--- config.mk ---
export PLATFORM = sky130hd
export DESIGN_NAME = serial_slice_bridge_flat
export DESIGN_NICKNAME = d
export VERILOG_FILES = /design/src/rtl/serial_slice_bridge_pkg.sv /design/src/rtl/serial_slice_bridge_if.sv /design/src/rtl/serial_slice_bridge_slice_shift_reg.sv /design/src/rtl/serial_slice_bridge.sv /design/src/flat_wrapper.sv
export SDC_FILE = /design/constraint.sdc
export NUM_CORES = 1
export LEC_CHECK = 0
export CAP_MARGIN = 30
export CORE_UTILIZATION = 55
export DETAILED_ROUTE_END_ITERATION = 8
export HOLD_SLACK_MARGIN = 0.05
export PLACE_DENSITY = 0.87
export SETUP_SLACK_MARGIN = 0.2
export SLEW_MARGIN = 15
export SYNTH_ARGS = -nofsm -noshare
export SYNTH_HDL_FRONTEND = slang
export SYNTH_HIERARCHICAL = 1
export SYNTH_SLANG_ARGS = --single-unit
export TNS_END_PERCENT = 100
--- constraint.sdc ---
create_clock -name clk -period 3.8 [get_ports clk]
set_clock_uncertainty 0.1 [all_clocks]
set_input_delay 0.76 -clock clk [delete_from_list [all_inputs] [get_ports clk]]
set_output_delay 0.76 -clock clk [all_outputs]
set_load 0.01 [all_outputs]
--- src/rtl/serial_slice_bridge_pkg.sv ---
// Shared types and elaboration helpers for the parallel<->slice-serial bridge.
package serial_slice_pkg;

  typedef enum logic [1:0] {
    ST_IDLE  = 2'd0,
    ST_SHIFT = 2'd1,
    ST_DONE  = 2'd2
  } state_e;

  function automatic int unsigned nsl(input int unsigned xlen, input int unsigned slice_w);
    return xlen / slice_w;
  endfunction

  // A single-slice configuration still needs a 1-bit index port.
  function automatic int unsigned idx_w(input int unsigned xlen, input int unsigned slice_w);
    return (nsl(xlen, slice_w) > 1) ? unsigned'($clog2(nsl(xlen, slice_w))) : 1;
  endfunction

  function automatic bit legal_slice_w(input int unsigned slice_w);
    return (slice_w == 1) || (slice_w == 2) || (slice_w == 4) || (slice_w == 8);
  endfunction

endpackage

--- src/rtl/serial_slice_bridge_if.sv ---
// Operand, slice and result handshake bundle between the bridge and its environment.
interface serial_slice_bridge_if
  import serial_slice_pkg::*;
#(
  parameter int unsigned XLEN    = 32,
  parameter int unsigned SLICE_W = 4,
  parameter int unsigned N_IN    = 3,
  parameter int unsigned N_OUT   = 1,
  parameter int unsigned IW      = idx_w(XLEN, SLICE_W)
);

  logic                     in_valid;
  logic                     in_ready;
  logic [N_IN*XLEN-1:0]     in_data;
  logic                     abort;
  logic [N_IN*SLICE_W-1:0]  slice_out;
  logic [IW-1:0]            slice_idx;
  logic                     slice_act;
  logic                     slice_last;
  logic [N_OUT*SLICE_W-1:0] core_res;
  logic                     out_valid;
  logic                     out_ready;
  logic [N_OUT*XLEN-1:0]    out_data;

  modport slave (
    input  in_valid, in_data, abort, core_res, out_ready,
    output in_ready, slice_out, slice_idx, slice_act, slice_last, out_valid, out_data
  );

  modport master (
    output in_valid, in_data, abort, core_res, out_ready,
    input  in_ready, slice_out, slice_idx, slice_act, slice_last, out_valid, out_data
  );

endinterface

--- src/rtl/serial_slice_bridge_slice_shift_reg.sv ---
// One XLEN-bit register with full-word load plus indexed slice read and write.
module slice_shift_reg
  import serial_slice_pkg::*;
#(
  parameter int unsigned XLEN    = 32,
  parameter int unsigned SLICE_W = 4,
  parameter int unsigned IW      = idx_w(XLEN, SLICE_W)
) (
  input  logic               clk,
  input  logic               rstn,
  input  logic               ld_i,
  input  logic [XLEN-1:0]    ld_data_i,
  input  logic               wr_i,
  input  logic [IW-1:0]      wr_idx_i,
  input  logic [SLICE_W-1:0] wr_slice_i,
  input  logic [IW-1:0]      rd_idx_i,
  output logic [SLICE_W-1:0] rd_slice_o,
  output logic [XLEN-1:0]    q_o
);

  localparam int unsigned NSL = nsl(XLEN, SLICE_W);

  logic [NSL-1:0][SLICE_W-1:0] q_q;

  always_ff @(posedge clk) begin
    if (!rstn) begin
      q_q <= '0;
    end else if (ld_i) begin
      q_q <= ld_data_i;
    end else if (wr_i) begin
      for (int unsigned s = 0; s < NSL; s++) begin
        if (wr_idx_i == IW'(s)) q_q[s] <= wr_slice_i;
      end
    end
  end

  // Compare-select keeps the read safe when NSL is not a power of two.
  always_comb begin
    rd_slice_o = '0;
    for (int unsigned s = 0; s < NSL; s++) begin
      if (rd_idx_i == IW'(s)) rd_slice_o = q_q[s];
    end
  end

  assign q_o = q_q;

endmodule

--- src/rtl/serial_slice_bridge.sv ---
// Latches N_IN operands, streams them LSB-first SLICE_W bits per cycle and
// reassembles N_OUT core result slices into words, with abort and back-to-back reuse.
module serial_slice_bridge
  import serial_slice_pkg::*;
#(
  parameter int unsigned XLEN    = 32,
  parameter int unsigned SLICE_W = 4,
  parameter int unsigned N_IN    = 3,
  parameter int unsigned N_OUT   = 1
) (
  input logic                 clk,
  input logic                 rstn,
  serial_slice_bridge_if.slave bus
);

  localparam int unsigned NSL = nsl(XLEN, SLICE_W);
  localparam int unsigned IW  = idx_w(XLEN, SLICE_W);

  if (XLEN % SLICE_W != 0) begin : g_bad_xlen
    $error("serial_slice_bridge: XLEN must be a multiple of SLICE_W");
  end
  if (!legal_slice_w(SLICE_W)) begin : g_bad_slice_w
    $error("serial_slice_bridge: SLICE_W must be 1, 2, 4 or 8");
  end

  state_e        state_q, state_d;
  logic [IW-1:0] idx_q, idx_d;
  logic          shifting;
  logic          last;
  logic          in_ready;
  logic          accept;

  assign shifting = (state_q == ST_SHIFT);
  assign last     = shifting && (idx_q == IW'(NSL - 1));
  // Abort masks acceptance so a coincident in_valid is dropped.
  assign in_ready = !bus.abort &&
                    ((state_q == ST_IDLE) || ((state_q == ST_DONE) && bus.out_ready));
  assign accept   = bus.in_valid && in_ready;

  always_comb begin
    state_d = state_q;
    idx_d   = idx_q;
    if (bus.abort) begin
      state_d = ST_IDLE;
      idx_d   = '0;
    end else begin
      unique case (state_q)
        ST_IDLE: begin
          if (accept) begin
            state_d = ST_SHIFT;
            idx_d   = '0;
          end
        end
        ST_SHIFT: begin
          idx_d = last ? '0 : idx_q + 1'b1;
          if (last) state_d = ST_DONE;
        end
        ST_DONE: begin
          if (bus.out_ready) begin
            state_d = accept ? ST_SHIFT : ST_IDLE;
            idx_d   = '0;
          end
        end
        default: begin
          state_d = ST_IDLE;
          idx_d   = '0;
        end
      endcase
    end
  end

  always_ff @(posedge clk) begin
    if (!rstn) begin
      state_q <= ST_IDLE;
      idx_q   <= '0;
    end else begin
      state_q <= state_d;
      idx_q   <= idx_d;
    end
  end

  logic [N_IN*SLICE_W-1:0]  slice_out_w;
  logic [N_IN*XLEN-1:0]     op_word;
  logic [N_OUT*SLICE_W-1:0] res_rd;
  logic [N_OUT*XLEN-1:0]    res_word;

  for (genvar k = 0; k < N_IN; k++) begin : g_op
    slice_shift_reg #(
      .XLEN    (XLEN),
      .SLICE_W (SLICE_W),
      .IW      (IW)
    ) u_op (
      .clk        (clk),
      .rstn       (rstn),
      .ld_i       (accept),
      .ld_data_i  (bus.in_data[k*XLEN +: XLEN]),
      .wr_i       (1'b0),
      .wr_idx_i   ('0),
      .wr_slice_i ('0),
      .rd_idx_i   (idx_q),
      .rd_slice_o (slice_out_w[k*SLICE_W +: SLICE_W]),
      .q_o        (op_word[k*XLEN +: XLEN])
    );
  end

  for (genvar k = 0; k < N_OUT; k++) begin : g_res
    slice_shift_reg #(
      .XLEN    (XLEN),
      .SLICE_W (SLICE_W),
      .IW      (IW)
    ) u_res (
      .clk        (clk),
      .rstn       (rstn),
      .ld_i       (1'b0),
      .ld_data_i  ('0),
      .wr_i       (shifting),
      .wr_idx_i   (idx_q),
      .wr_slice_i (bus.core_res[k*SLICE_W +: SLICE_W]),
      .rd_idx_i   (idx_q),
      .rd_slice_o (res_rd[k*SLICE_W +: SLICE_W]),
      .q_o        (res_word[k*XLEN +: XLEN])
    );
  end

  logic unused_bits;
  assign unused_bits = ^{op_word, res_rd};

  assign bus.in_ready   = in_ready;
  assign bus.slice_out  = slice_out_w;
  assign bus.slice_idx  = idx_q;
  assign bus.slice_act  = shifting;
  assign bus.slice_last = last;
  assign bus.out_valid  = (state_q == ST_DONE);
  assign bus.out_data   = res_word;

endmodule

--- src/flat_wrapper.sv ---
// flat-port wrapper written by rule: the top's interface ports become plain ports
module serial_slice_bridge_flat import serial_slice_pkg::*;
#(
  parameter int unsigned XLEN    = 32,
  parameter int unsigned SLICE_W = 4,
  parameter int unsigned N_IN    = 3,
  parameter int unsigned N_OUT   = 1
)
  (clk, rstn, bus_in_valid, bus_in_data, bus_abort, bus_core_res, bus_out_ready, bus_in_ready, bus_slice_out, bus_slice_idx, bus_slice_act, bus_slice_last, bus_out_valid, bus_out_data);
  serial_slice_bridge_if #(.XLEN(XLEN), .SLICE_W(SLICE_W), .N_IN(N_IN), .N_OUT(N_OUT)) bus_i ();
  input logic clk;
  input logic rstn;
  input wire logic [$bits(bus_i.in_valid)-1:0] bus_in_valid;
  input wire logic [$bits(bus_i.in_data)-1:0] bus_in_data;
  input wire logic [$bits(bus_i.abort)-1:0] bus_abort;
  input wire logic [$bits(bus_i.core_res)-1:0] bus_core_res;
  input wire logic [$bits(bus_i.out_ready)-1:0] bus_out_ready;
  output wire logic [$bits(bus_i.in_ready)-1:0] bus_in_ready;
  output wire logic [$bits(bus_i.slice_out)-1:0] bus_slice_out;
  output wire logic [$bits(bus_i.slice_idx)-1:0] bus_slice_idx;
  output wire logic [$bits(bus_i.slice_act)-1:0] bus_slice_act;
  output wire logic [$bits(bus_i.slice_last)-1:0] bus_slice_last;
  output wire logic [$bits(bus_i.out_valid)-1:0] bus_out_valid;
  output wire logic [$bits(bus_i.out_data)-1:0] bus_out_data;
  assign bus_i.in_valid = bus_in_valid;
  assign bus_i.in_data = bus_in_data;
  assign bus_i.abort = bus_abort;
  assign bus_i.core_res = bus_core_res;
  assign bus_i.out_ready = bus_out_ready;
  assign bus_in_ready = bus_i.in_ready;
  assign bus_slice_out = bus_i.slice_out;
  assign bus_slice_idx = bus_i.slice_idx;
  assign bus_slice_act = bus_i.slice_act;
  assign bus_slice_last = bus_i.slice_last;
  assign bus_out_valid = bus_i.out_valid;
  assign bus_out_data = bus_i.out_data;
  serial_slice_bridge #(.XLEN(XLEN), .SLICE_W(SLICE_W), .N_IN(N_IN), .N_OUT(N_OUT)) u_core (.clk(clk), .rstn(rstn), .bus(bus_i));
endmodule
## Yosys cells after proc, flatten, opt, wreduce, memory -nomap -nowiden

Index checks and enable logic that the tools add are counted.

- Output and inout bits: 51
- Flip-flop bits (word level): 133

- Add/sub/neg operators: 1
- Reductions and logical operators: 19
- Bitwise operators: 1
- Eq/ne operators: 12
- Multiplexer cells: 33

Operator list:

| cell | number |
|---|---|
| $mux W4 | 24 |
| $reduce_and A2 Y1 | 9 |
| $eq A3 B3 Y1 const B | 4 |
| $mux W3 | 3 |
| $pmux W3 S3 | 1 |
| $eq A3 B2 Y1 const B | 2 |
| $mux W2 | 3 |
| $pmux W2 S3 | 1 |
| $logic_and A1 B1 Y1 | 4 |
| $ne A2 B2 Y1 const B | 2 |
| $add A3 B1 Y3 const B | 1 |
| $eq A3 B1 Y1 const B | 1 |
| $logic_not A3 Y1 | 1 |
| $reduce_and A3 Y1 | 1 |
| $eq A2 B1 Y1 const B | 1 |
| $eq A2 B2 Y1 const B | 1 |
| $logic_not A2 Y1 | 1 |
| $ne A2 B1 Y1 const B | 1 |
| $reduce_or A2 Y1 | 1 |
| $logic_not A1 Y1 | 1 |
| $logic_or A1 B1 Y1 | 1 |
| $mux W1 | 1 |
| $not A1 Y1 | 1 |

## Longest topological paths before layout

Gate-level depths: netlist of the first run.

- Depth after elaboration: 9
- Depth in mapped cells: 6
- Depth with buffers taken out: 5

## Modules after synthesis

The synthesis of the first run kept the hierarchy.

Modules (own cells, without submodules):

| module | sequential area each (µm²) | area an instance (µm²) | cells each | instances |
|---|---|---|---|---|
| slice_shift_reg | 640.6 | 1736.7 | 187 | 4 |
| serial_slice_bridge | 100.1 | 276.5 | 29 | 1 |

## Worst setup path before layout of the first run

Ideal clock, no wire load.

- Kind: reg-to-output
- Start point: register u_core.idx_q[0] (netlist: u_core/bus.slice_idx[0])
- End point: output port bus_slice_out[0]
- Slack: 1.342 ns
- Cell stages (with the launch flop): 5
- Data arrival time: 1.598 ns
- Data required time: 2.940 ns
- Path through: dfxtp_1 buf_2 mux4_2 nand2_1 nand2_1

- Cells in the longest elaborated chain, start to end: 9

RTL lines:

| what | line | RTL |
|---|---|---|
| start, declared | serial_slice_bridge.sv:27 | `logic [IW-1:0] idx_q, idx_d;` |
| start signal, assigned | serial_slice_bridge.sv:78 | `idx_q <= idx_d;` |
| $logic_not A3 Y1 | serial_slice_bridge_slice_shift_reg.sv:41 | `if (rd_idx_i == IW'(s)) rd_slice_o = q_q[s];` |
| $mux W4 (7 in series) | serial_slice_bridge_slice_shift_reg.sv:41 |  |
| $mux W4 (*) | serial_slice_bridge_slice_shift_reg.sv:41 |  |
| end, declared | flat_wrapper.sv:19 | `output wire logic [$bits(bus_i.slice_out)-1:0] bus_slice_out;` |

Every way passes the cells marked *; elsewhere a longest branch is shown, timed or not.

## Worst setup path in the final report of the first run

- Start point: register u_core.idx_q[1] (netlist: u_core/bus.slice_idx[1])
- End point: output port bus_slice_out[3]

Same word-level chain as after synthesis.

==> run metrics, run 1 <==
TritonCTS clock tree built; Worst Path Arrival 2.64 ns; global-route wire length before repair 28.4 mm; vias in the first global route 5796; initial DRC count 469; Worst-Skew Late Latency 0.41 ns; Tmin final 3.50 ns; Tcrit/Tclk final 92.0%; number of port buffers 155; fill count 879; Setup WS post-layout 0.304 ns; Place WS 0.607 ns; # diodes 0; RSZ-0062 raised after global routing no; Pleak 3.62 nW; reg2reg start u_core/bus.slice_idx[1]; Routed WL per cell 16.8 um; WP buf/inv 2; grt ovf 0; multi-input combinational cell area 4060 um^2; Final setup violation count 0; DPL Wire Length 11.5 mm; final wirelength 18.0 mm; die area 13100 um^2; DRT Pass-1 Iters 5; core outline area 12200 um^2; Pwr Density 403 nW/um^2; DR WL met2 9.04 mm; initial antenna violation count 0; Sequential cell area 2670 um^2; wire length on met1 7.64 mm; CP endpoint kind primary output; hold worst-path end u_core/g_op[0].u_op/q_o[5]; CP max stage cell dfxtp_2; critical path class reg -> out; max-slew violations 0; HP Class reg -> reg; Die X 114 um; Crit Path Max Fanout 36; Top Layer Used met4; layout cells sized above 1 7.49%; Cell Chain, Critical Path buf_4 -> mux4_2 -> o32a_1 -> clkdlybuf4s50_1; hold path startpoint u_core/g_op[0].u_op/q_o[5]; H-tree depth 4; GPL Wtd Cong 0.778; reg2reg path depth 3; clk buf depth 2; R2R Path End u_core/g_res[0].u_res/q_o[31]; final hold vios 0; Worst path max stage delay 0.91 ns; # IOs 156; worst reg2reg setup slack 1.71 ns; Post-CTS Resized 0; Final nets 1005; status finished, final reports clean; largest net degree at the start of global routing 130; critical path's top delay family flip-flops; vias per inst 5.58; total CTS buffers 17; Layout area overhead 32.1%; CTS Hold Buffers Added 0; Residual DRC 0; Routed Antenna Nets 0; hold path depth 2; Hold WS 0.442 ns; post-CTS setup buffer count 0; Die Span Y 114 um; via count 6009; routed wl met3 974 um; VDD IR max 0.370 mV; Row Count 40; yosys warns 6; clock tree sinks 133; synthesized area 6950 um^2; setup TNS 0 ns; Syn Area/Cell 9.31 um^2; FMAX 286 MHz; Syn Inst Count 747; Total GRT Usage 28.0%; clock transition at the registers of the reported paths 0.05 ns; Max transition margin 40.7%; Crit path required time 2.94 ns; max cap viols 0; Worst setup SP type register; Root Driver clkbuf_16; Slew @ Worst Pin 0.889 ns; Initial Utilization 57.2%
cell type report:
cell class | instances | share of cell area (%)
multi-input cells | 572 | 44.2
flip-flops and latches | 133 | 29.0
repair buffers | 165 | 17.9
clock buffers | 25 | 5.50
well taps | 168 | 2.29
clock inverters | 4 | 0.763
inverters | 9 | 0.368
worst register-to-register path, stage by stage (launching register included):
cell and delay, ns:
dfxtp_2 0.91, nand4_1 0.51, mux2i_1 0.34, a21oi_1 0.11
report_power, final:
part           switching (mW)  leakage [nW]  internal [mW]
Clock                   0.558         0.285           1.04
Sequential             0.0567          1.10           1.50
Combinational           0.253          2.24          0.295
flip-flops by register name, summed over array words and instances, names as in the netlist:
| name | flops |
|---|---|
| u_core/bus.slice_idx | 3 |
| u_core/g_op.u_op/q_o | 96 |
| u_core/g_res.u_res/q_o | 32 |
| u_core/state_q | 2 |
cells in the final DEF (no fill, tap or decap), drive strengths merged, types with 2 or more instances in the layout:
| cell type | n |
|---|---|
| mux2i | 131 |
| mux4 | 21 |
| nor4b | 5 |
| nand4b | 12 |
| nor2 | 7 |
| bufinv | 2 |
| conb | 57 |
| nand2 | 30 |
| nand2b | 7 |
| buf | 11 |
| nor4bb | 8 |
| clkinv | 6 |
| o32a | 3 |
| clkdlybuf4s50 | 154 |
| dfxtp | 133 |
| and4bb | 4 |
| inv | 5 |
| clkbuf | 25 |
| a21oi | 135 |
| ha | 2 |
| nand4 | 7 |
| o21ai | 131 |
| a32oi | 2 |
worst max-delay path by stage:
stage	from	endpoint	slack [ns]	cells past startpoint
floorplan	u_core/bus.slice_idx[0]	bus_slice_out[0]	1.40	4
global placement	bus_out_ready	bus_in_ready	0.62	4
detailed placement	bus_out_ready	bus_in_ready	0.61	4
CTS	u_core/bus.slice_idx[1]	bus_slice_out[3]	0.30	4
global route	u_core/bus.slice_idx[1]	bus_slice_out[3]	0.21	4
finish	u_core/bus.slice_idx[1]	bus_slice_out[3]	0.30	4
layer usage:
layer / vias to the layer above / global-route usage (%)
met3: 34 / 6.41
met5: - / 0
li1: 2993 / -
met4: 0 / 11.5
met2: 197 / 49.0
met1: 2785 / 33.2
metrics by stage:
stage / area [um^2] / utilization (%) / instances / total power [mW]
6_report: 9180 / 75.5 / 1076 / 3.70
5_1_grt: 9180 / 75.5 / 1076 / 3.85
4_1_cts: 9180 / 75.5 / 1076 / 3.70
3_5_place_dp: 8610 / 70.8 / 1047 / 2.10
3_3_place_gp: 8580 / 70.6 / 1045 / 2.09
2_1_floorplan: 7160 / - / 803 / 1.89
Note: power is estimated with default switching activity, not from simulation.
==> inputs of run 2 (changes only) <==
CORE_ASPECT_RATIO = 2   (was default)
SETUP_SLACK_MARGIN = default   (was 0.2)
==> run metrics, run 2 (synthesized netlist as in run 1, its figures left out) <==
Row Count 57 (was 40); Slew @ Worst Pin 0.919 ns (was 0.889 ns); clock tree sinks 133 (unchanged); Place WS 0.763 ns (was 0.607 ns); Layout area overhead 32.7% (was 32.1%); Tmin final 3.51 ns (was 3.50 ns); Logic pwr share 14.2% (was 14.8%); Worst-Skew Late Latency 0.41 ns (about the same); die area 13100 um^2 (about the same); global-route wire length before repair 29.1 mm (was 28.4 mm); Net Sw Frac 24.1% (was 23.4%); Setup WS post-layout 0.294 ns (was 0.304 ns); # IOs 156 (unchanged); DRT Pass-1 Iters 5 (unchanged); part of the power in the clock network 45.8% (was 43.2%); non-filler cells, final 1058 (was 1076); via count 6198 (was 6009); critical path class reg -> out (unchanged); HP Class reg -> reg (unchanged); Crit path required time 2.94 ns (about the same); sequential share of power 40.0% (was 42.0%); initial antenna violation count 0 (unchanged); hold path startpoint u_core/g_res[0].u_res/q_o[0] (was u_core/g_op[0].u_op/q_o[5]); Pwr Density 422 nW/um^2 (was 403 nW/um^2); Final nets 1006 (was 1005); hold worst-path end u_core/g_res[0].u_res/q_o[0] (was u_core/g_op[0].u_op/q_o[5]); worst reg2reg setup slack 1.73 ns (was 1.71 ns); Residual DRC 0 (unchanged); # diodes 0 (unchanged); GPL Wtd Cong 0.852 (was 0.778); commonest non-fill, non-tap cell in the layout clkdlybuf4s50_1 (unchanged); total CTS buffers 17 (unchanged); final hold vios 0 (unchanged); max cap viols 0 (unchanged); number of port buffers 155 (unchanged); Post-CTS Resized 0 (unchanged); final wirelength 18.8 mm (was 18.0 mm); CP endpoint kind primary output (unchanged); Initial Utilization 56.7% (was 57.2%); max-slew violations 0 (unchanged); Post-Place Cells 1026 (was 1047); reg2reg path depth 3 (unchanged); FMAX 285 MHz (was 286 MHz); clk buf depth 2 (unchanged); Root Driver clkbuf_16 (unchanged); CTS Hold Buffers Added 0 (unchanged); clock transition at the registers of the reported paths 0.06 ns (was 0.05 ns); hold path depth 2 (unchanged); setup TNS 0 ns (unchanged); layout cells sized above 1 7.90% (was 7.49%); Routed Antenna Nets 0 (unchanged); grt ovf 0 (unchanged); Die X 81.5 um (was 114 um); VDD IR max 0.377 mV (was 0.370 mV); R2R Path End u_core/g_res[0].u_res/q_o[24] (was u_core/g_res[0].u_res/q_o[31]); reg2reg start u_core/bus.slice_idx[1] (unchanged); Die Span Y 161 um (was 114 um); Worst Path Arrival 2.65 ns (was 2.64 ns); TritonCTS clock tree built (unchanged); vias per inst 5.86 (was 5.58); Pleak 3.64 nW (was 3.62 nW); Switching Power 937 uW (was 868 uW); core outline area 12300 um^2 (was 12200 um^2); Pint 2.95 mW (was 2.83 mW); Worst setup SP type register (unchanged); DPL Wire Length 12.6 mm (was 11.5 mm); post-CTS setup buffer count 0 (unchanged); largest net degree at the start of global routing 65 (was 130); initial DRC count 386 (was 469); RSZ-0062 raised after global routing no (unchanged); Tcrit/Tclk final 92.3% (was 92.0%); Total GRT Usage 29.2% (was 28.0%); max FFs per register 96 (unchanged); commonest non-fill, non-tap cells in the layout clkdlybuf4s50_1, a21oi_1, dfxtp_1, mux2i_1, o21ai_0 (unchanged); vias in the first global route 5959 (was 5796); status finished, final reports clean (unchanged); Max transition margin 38.7% (was 40.7%); Routed WL per cell 17.8 um (was 16.8 um); H-tree depth 4 (unchanged); Final setup violation count 0 (unchanged); fill count 880 (was 879); Crit Path Max Fanout 36 (unchanged)
## run 2: cell count changes in the layout (fill, tap and decap cells not counted), sizes merged
cell	previous run	this run
clkbuf	25	19
inv	5	6
clkinv	6	7
clkinvlp	0	3
bufinv	2	5
buf	11	12
## run 2: power by group through the flow
stage / registers [mW] / clock network [mW] / logic (mW)
floorplan: 1.58 / 0 / 0.310
finish: 1.56 / 1.78 / 0.552
detailed placement: 1.58 / 0 / 0.527
global route: 1.56 / 1.87 / 0.600
global placement: 1.58 / 0 / 0.515
CTS: 1.55 / 1.81 / 0.532
## run 2: routing by layer
layer | GRT usage (%) | vias to the layer above | part of all wire [%]
met4 | 17.9 | 0 | 4.5
met3 | 6.27 | 56 | 5.4
met1 | 30.8 | 2890 | 36
met5 | 0 | - | 0
li1 | - | 2999 | -
met2 | 50.9 | 253 | 54
## run 2: layout make-up
type / count / area, um^2 / area share [%]
flip-flops and latches: 133 / 2670 / 28.9
clock inverters: 12 / 204 / 2.21
repair buffers: 166 / 1650 / 17.9
inverters: 9 / 33.8 / 0.366
well taps: 147 / 184 / 1.99
clock buffers: 19 / 433 / 4.69
multi-input cells: 572 / 4060 / 44.0
## run 2: how the worst max path moves through the flow
stage / start / to / slack (ns)
finish: u_core/bus.slice_idx[1] / bus_slice_out[11] / 0.29
global route: u_core/bus.slice_idx[1] / bus_slice_out[11] / 0.23
CTS: u_core/bus.slice_idx[1] / bus_slice_out[11] / 0.32
detailed placement: u_core/bus.slice_idx[1] / bus_slice_out[8] / 0.76
global placement: u_core/bus.slice_idx[1] / bus_slice_out[11] / 0.78
floorplan: u_core/bus.slice_idx[0] / bus_slice_out[0] / 1.40
## run 2: stage by stage
| step | area [um^2] | utilization (%) | hold slack [ns] | power [mW] |
|---|---|---|---|---|
| CTS | 9210 | 75.1 | 0.441 | 3.89 |
| global placement | 8570 | 69.9 | 0.421 | 2.09 |
| detailed placement | 8570 | 69.9 | 0.432 | 2.11 |
| finish | 9220 | 75.2 | 0.439 | 3.89 |
| floorplan | 7160 | - | 0.408 | 1.89 |
| global route | 9220 | 75.2 | 0.457 | 4.03 |
## run 2: critical path, cell delays in order (launching register included)
cell,delay [ns]
dfxtp_2,0.93
buf_4,0.33
mux4_2,0.31
o32a_1,0.19
clkdlybuf4s50_1,0.48
